[src/rtl/epu_request_loader.sv]
// Request loader for the signature-verify engine: packs 32 words into sig/key/rhash,
// starts the engine, and returns one status beat. Optional stats build: EPU_LOADER_STATS_EN.
module epu_request_loader #(
    parameter int WORDS_PER_REQ  = 32,
    parameter int TIMEOUT_CYCLES = 65535
) (
    input  logic         axiclk,
    input  logic         rst,
    input  logic [31:0]  in_data,
    input  logic         in_valid,
    input  logic         in_last,
    output logic         in_ready,
    output logic [511:0] sig,
    output logic [255:0] key,
    output logic [255:0] rhash,
    output logic         epu_valid,
    input  logic         epu_ready,
    input  logic         epu_result,
    output logic         st_valid,
    input  logic         st_ready,
    output logic [1:0]   st_code,
`ifdef EPU_LOADER_STATS_EN
    output logic [15:0]  stat_pass,
    output logic [15:0]  stat_fail,
    output logic [15:0]  stat_err,
`endif
    output logic [2:0]   state_dbg
);

    localparam int TO_W = $clog2(TIMEOUT_CYCLES + 1);
    localparam logic [4:0]      LAST_IDX = 5'(WORDS_PER_REQ - 1);
    localparam logic [TO_W-1:0] TO_LAST  = TO_W'(TIMEOUT_CYCLES - 1);

    localparam logic [1:0] CODE_FAIL  = 2'd0;
    localparam logic [1:0] CODE_FRAME = 2'd2;
    localparam logic [1:0] CODE_TMO   = 2'd3;

    typedef enum logic [2:0] {
        S_IDLE      = 3'd0,
        S_LOAD      = 3'd1,
        S_ISSUE     = 3'd2,
        S_WAIT_BUSY = 3'd3,
        S_WAIT_DONE = 3'd4,
        S_REPORT    = 3'd5
    } state_t;

    state_t            state_q, state_d;
    logic [4:0]        wcnt_q;
    logic [TO_W-1:0]   tcnt_q;
    logic [1:0]        st_code_q, code_d;
    logic [31:0]       word_q [WORDS_PER_REQ];
    logic              ready_q, result_q;
    logic              accept, code_ld, wcnt_clr, tcnt_clr, tcnt_inc;

    // Handshakes: a beat transfers on a rising axiclk edge where valid && ready are both
    // high; valid, once raised, holds its payload until that edge.

    always_ff @(posedge axiclk or posedge rst) begin
        if (rst) begin
            state_q   <= S_IDLE;
            wcnt_q    <= '0;
            tcnt_q    <= '0;
            st_code_q <= CODE_FAIL;
            ready_q   <= 1'b0;
            result_q  <= 1'b0;
            for (int i = 0; i < WORDS_PER_REQ; i++) word_q[i] <= '0;
        end else begin
            state_q  <= state_d;
            ready_q  <= epu_ready;
            result_q <= epu_result;
            if (accept) begin
                word_q[wcnt_q] <= in_data;
                wcnt_q         <= wcnt_q + 5'd1;
            end else if (wcnt_clr) begin
                wcnt_q <= '0;
            end
            if (tcnt_clr)      tcnt_q <= '0;
            else if (tcnt_inc) tcnt_q <= tcnt_q + 1'b1;
            if (code_ld) st_code_q <= code_d;
        end
    end

    // Completion uses the registered ready/result so the status beat trails the
    // engine's ready rise by at least two cycles.
    always_comb begin
        state_d   = state_q;
        in_ready  = 1'b0;
        epu_valid = 1'b0;
        st_valid  = 1'b0;
        accept    = 1'b0;
        code_ld   = 1'b0;
        code_d    = st_code_q;
        wcnt_clr  = 1'b0;
        tcnt_clr  = 1'b0;
        tcnt_inc  = 1'b0;
        case (state_q)
            S_IDLE: begin
                in_ready = ready_q;
                if (in_valid && ready_q) begin
                    accept = 1'b1;
                    if (in_last) begin
                        code_ld = 1'b1;
                        code_d  = CODE_FRAME;
                        state_d = S_REPORT;
                    end else begin
                        state_d = S_LOAD;
                    end
                end
            end
            S_LOAD: begin
                in_ready = 1'b1;
                if (in_valid) begin
                    accept = 1'b1;
                    if (wcnt_q == LAST_IDX && in_last) begin
                        state_d = S_ISSUE;
                    end else if (wcnt_q == LAST_IDX || in_last) begin
                        code_ld = 1'b1;
                        code_d  = CODE_FRAME;
                        state_d = S_REPORT;
                    end
                end
            end
            S_ISSUE: begin
                epu_valid = 1'b1;
                tcnt_clr  = 1'b1;
                state_d   = S_WAIT_BUSY;
            end
            S_WAIT_BUSY: begin
                tcnt_inc = 1'b1;
                if (!epu_ready) begin
                    state_d = S_WAIT_DONE;
                end else if (tcnt_q == TO_LAST) begin
                    code_ld = 1'b1;
                    code_d  = CODE_TMO;
                    state_d = S_REPORT;
                end
            end
            S_WAIT_DONE: begin
                tcnt_inc = 1'b1;
                if (ready_q) begin
                    code_ld = 1'b1;
                    code_d  = {1'b0, result_q};
                    state_d = S_REPORT;
                end else if (tcnt_q == TO_LAST) begin
                    code_ld = 1'b1;
                    code_d  = CODE_TMO;
                    state_d = S_REPORT;
                end
            end
            S_REPORT: begin
                st_valid = 1'b1;
                if (st_ready) begin
                    wcnt_clr = 1'b1;
                    state_d  = S_IDLE;
                end
            end
            default: state_d = S_IDLE;
        endcase
    end

    assign st_code   = st_code_q;
    assign state_dbg = state_q;

    for (genvar g = 0; g < 16; g++) begin : g_sig
        assign sig[32*g +: 32] = word_q[g];
    end
    for (genvar g = 0; g < 8; g++) begin : g_key_rhash
        assign key[32*g +: 32]   = word_q[16 + g];
        assign rhash[32*g +: 32] = word_q[24 + g];
    end

`ifdef EPU_LOADER_STATS_EN
    always_ff @(posedge axiclk or posedge rst) begin
        if (rst) begin
            stat_pass <= '0;
            stat_fail <= '0;
            stat_err  <= '0;
        end else if (st_valid && st_ready) begin
            case (st_code_q)
                2'd1:    if (stat_pass != 16'hFFFF) stat_pass <= stat_pass + 16'd1;
                2'd0:    if (stat_fail != 16'hFFFF) stat_fail <= stat_fail + 16'd1;
                default: if (stat_err  != 16'hFFFF) stat_err  <= stat_err  + 16'd1;
            endcase
        end
    end
`endif

endmodule

[config.mk]
export PLATFORM = sky130hd
export DESIGN_NAME = epu_request_loader
export DESIGN_NICKNAME = d
export VERILOG_FILES = /design/src/rtl/epu_request_loader.sv
export SDC_FILE = /design/constraint.sdc
export NUM_CORES = 2
export LEC_CHECK = 0
export CAP_MARGIN = 10
export CORE_AREA = 8 8 408 410
export CTS_BUF_LIST = sky130_fd_sc_hd__clkbuf_8
export DETAILED_ROUTE_END_ITERATION = 8
export DIE_AREA = 0 0 416 418
export DONT_BUFFER_PORTS = 1
export GPL_ROUTABILITY_DRIVEN = 0
export HOLD_SLACK_MARGIN = 0.05
export SYNTH_ARGS = -nofsm -noshare
export SYNTH_HDL_FRONTEND = slang
export SYNTH_SLANG_ARGS = --single-unit
export TNS_END_PERCENT = 10
[constraint.sdc]
create_clock -name axiclk -period 112.8 [get_ports axiclk]
set_input_delay 22.56 -clock axiclk [delete_from_list [all_inputs] [get_ports axiclk]]
set_output_delay 22.56 -clock axiclk [all_outputs]
set_load 0.1 [all_outputs]
==> results.json <==
{
  "synth_most_common_cell": "dfrtp_1",
  "p_leak_nw": 23.2,
  "min_period_ns": 26.50,
  "instances_no_fill": 4727,
  "crit_path_start_kind": "input port",
  "busiest_layer": "met2",
  "drt-total-wl_um": 145000,
  "hold_path_class": "flop to flop",
  "drv_cap": 0,
  "p_per_area_nw_per_um2": 29.5,
  "dieArea_sq_um": 174000,
  "cts-root-buf": "clkbuf_8",
  "ys_seq_elements": 1052,
  "status": "completed",
  "syn_nets": 2517,
  "finalCritPeriodShare_pct": 23.5,
  "final_max_slew_viol_count": 0,
  "final_nets": 2532,
  "dp_hpwl_um": 98000,
  "yosys_warnings": 0,
  "design.core.area_sq_um": 160000,
  "post_dp_cell_area_sq_um": 42000,
  "synthArstFlopShare_pct": 100,
  "path_clk_slew_ns": 0.06,
  "gr-total-overflow": 0,
  "hold_viol": 0,
  "cts_tree": "done",
  "fp.dieW_um": 416,
  "grt_max_degree": 174,
  "grt_pass1_vias": 22872,
  "drive_above_1_share_pct": 51.3,
  "row_count": 147,
  "critPathRequiredTime_ns": 113.70,
  "fillCellCount": 16105,
  "synth_area_leaders": "dfrtp_1 (66%), mux2_2 (29%), buf_2 (1.3%), clkbuf_1 (0.96%), nand2_1 (0.40%)",
  "vias_per_cell": 4.67,
  "finalSetupViolations": 0,
  "crit_path_end_kind": "async pin",
  "crit_type": "input port to async pin",
  "synth_commonest_cells": "dfrtp_1 (1052), mux2_2 (1017), clkbuf_1 (102), buf_2 (100), nand2_1 (43)",
  "synth_edf_count": 0,
  "post_cts_resized": 0,
  "hold_buffers": 0,
  "ant_nets": 0,
  "drt-initial-drc-count": 1637,
  "antenna_found_initial": 18,
  "dp_cells": 4390,
  "use_met1_pct": 17.0,
  "setup_tns_ns": 0,
  "synthCells": 2469,
  "num_vias": 22081,
  "worst_ep_arrival_time_ns": 27.40,
  "wl_per_cell_um": 30.7,
  "num_io_pins": 1071,
  "die_y_um": 418,
  "insertion_delay_ns": 0.94,
  "critPathMaxFanout": 173,
  "drc_errors": 0,
  "grtUsageMet2_pct": 28.7,
  "cts_max_path_buffers": 3,
  "htreeDepth": 4,
  "synth_cell_type_count": 48,
  "cts_sinks": 1052,
  "stdcell_area_sq_um": 45700,
  "start_util_pct": 25.0,
  "cts_buffers": 178,
  "synth_area_sq_um": 39900,
  "drt_first_pass_iters": 5,
  "syn2layout_area_growth_pct": 14.4,
  "tightest_slew_ns": 1.12,
  "yosysTopAreaCell": "dfrtp_1",
  "maxSlewHeadroom_pct": 25.3,
  "netlist.area_leader.share_pct": 66.0,
  "fmax_mhz": 37.7,
  "grt_pass1_wl_um": 196000,
  "synth_seq_area_share_pct": 66.0,
  "grt_use_met3_pct": 5.75,
  "syn_avg_cell_area_sq_um": 16.2,
  "ir_drop_mv": 0.0256,
  "grt_usage_pct": 15.9,
  "finClkSkew_ns": 0.0510,
  "p_total_w": 0.00135,
  "io_buffers": 0,
  "synth_ff_type": "dfrtp_1",
  "rsz0062_at_grt": "false",
  "postCtsSetupRepairBufs": 0
}
## report_power, final
part	internal, W	switching [W]	leakage (nW)
clock network	0.000180	0.000160	2.11
registers	0.000426	0.000490	14.4
logic	0.0000518	0.0000402	6.69
total	0.000657	0.000690	23.2
## kinds of logic (layout without fill, tap and decap cells)
group | after synthesis | count (layout) | synth area share (%)
multiplexers | 1026 | 1026 | 28.9
XOR/XNOR | 12 | 12 | 0.263
other | 0 | 16 | 0
adder cells (fa/ha/maj) | 9 | 9 | 0.282
flip-flops | 1052 | 1052 | 66.0
buffers and inverters | 213 | 369 | 2.33
AO/OA/AOI/OAI | 36 | 36 | 0.621
AND/OR/NAND/NOR | 121 | 121 | 1.59
## critical path, stage by stage
cell and delay [ns]:
inv_8 0.54, buf_4 0.64, buf_4 0.74, buf_12 0.72
buf_4 0.85, buf_4 0.87
## routing by layer
layer | share of wire [%] | wire [um]
met1 | 35 | 50500
met2 | 53 | 77100
met3 | 8.9 | 12800
met4 | 3.2 | 4670
met5 | 0 | 0
## cell type report
class / instances / area, sq um / share of cell area [%]
Timing Repair Buffer: 40 / 313 / 0.685
Multi-Input combinational cell: 1204 / 12800 / 27.9
Clock inverter: 104 / 593 / 1.30
Sequential cell: 1052 / 26300 / 57.7
Antenna cell: 16 / 40.0 / 0.0877
Tap cell: 2086 / 2610 / 5.72
Clock buffer: 217 / 2990 / 6.54
Inverter: 8 / 37.5 / 0.0822
## sequential cells by signal, summed over array words and instances, names as in the netlist
signal     count
state_dbg      3
result_q       1
tcnt_q        16
key          256
sig          512
wcnt_q         5
ready_q        1
rhash        256
st_code        2
## worst paths after layout
| check | cells after the start | endpoint | start | slack (ns) |
|---|---|---|---|---|
| setup / recovery | 6 | sig[429]$_DFFE_PP0P_ | rst | 86.30 |
| hold / removal | 2 | tcnt_q[15]$_DFFE_PP0P_ | tcnt_q[15]$_DFFE_PP0P_ | 0.55 |
| setup reg to reg | 5 | rhash[79]$_DFFE_PP0P_ | state_dbg[0]$_DFFE_PP0P_ | 109.28 |
| hold reg to reg | 2 | tcnt_q[15]$_DFFE_PP0P_ | tcnt_q[15]$_DFFE_PP0P_ | 0.55 |
| max in group axiclk | 2 | in_ready | state_dbg[0]$_DFFE_PP0P_ | 87.25 |
| min in group asynchronous | 1 | key[167]$_DFFE_PP0P_ | rst | 21.65 |
## layout by cell type, fill, tap and decap left out, types with 9 or more instances in the layout
master	synthesis	routed
dfrtp_1	1052	1050
mux2_2	1017	1017
clkbuf_8	0	217
inv_1	8	83
buf_4	1	39
nand2_2	0	29
nor2_1	25	24
diode_2	0	16
nand2_1	43	11
nand3_1	9	9
ha_1	9	9
clkinv_2	0	9
## per-stage QoR
stage          setup slack (ns)  util [%]  hold WS, ns
6_report                  86.30      28.6        0.551
5_1_grt                   85.56      28.6        0.584
4_1_cts                   86.28      28.6        0.553
3_5_place_dp              85.22      26.3        0.541
3_3_place_gp              85.34      26.3        0.541
2_1_floorplan             60.63         -        0.507
(Power assumes the default switching activity.)
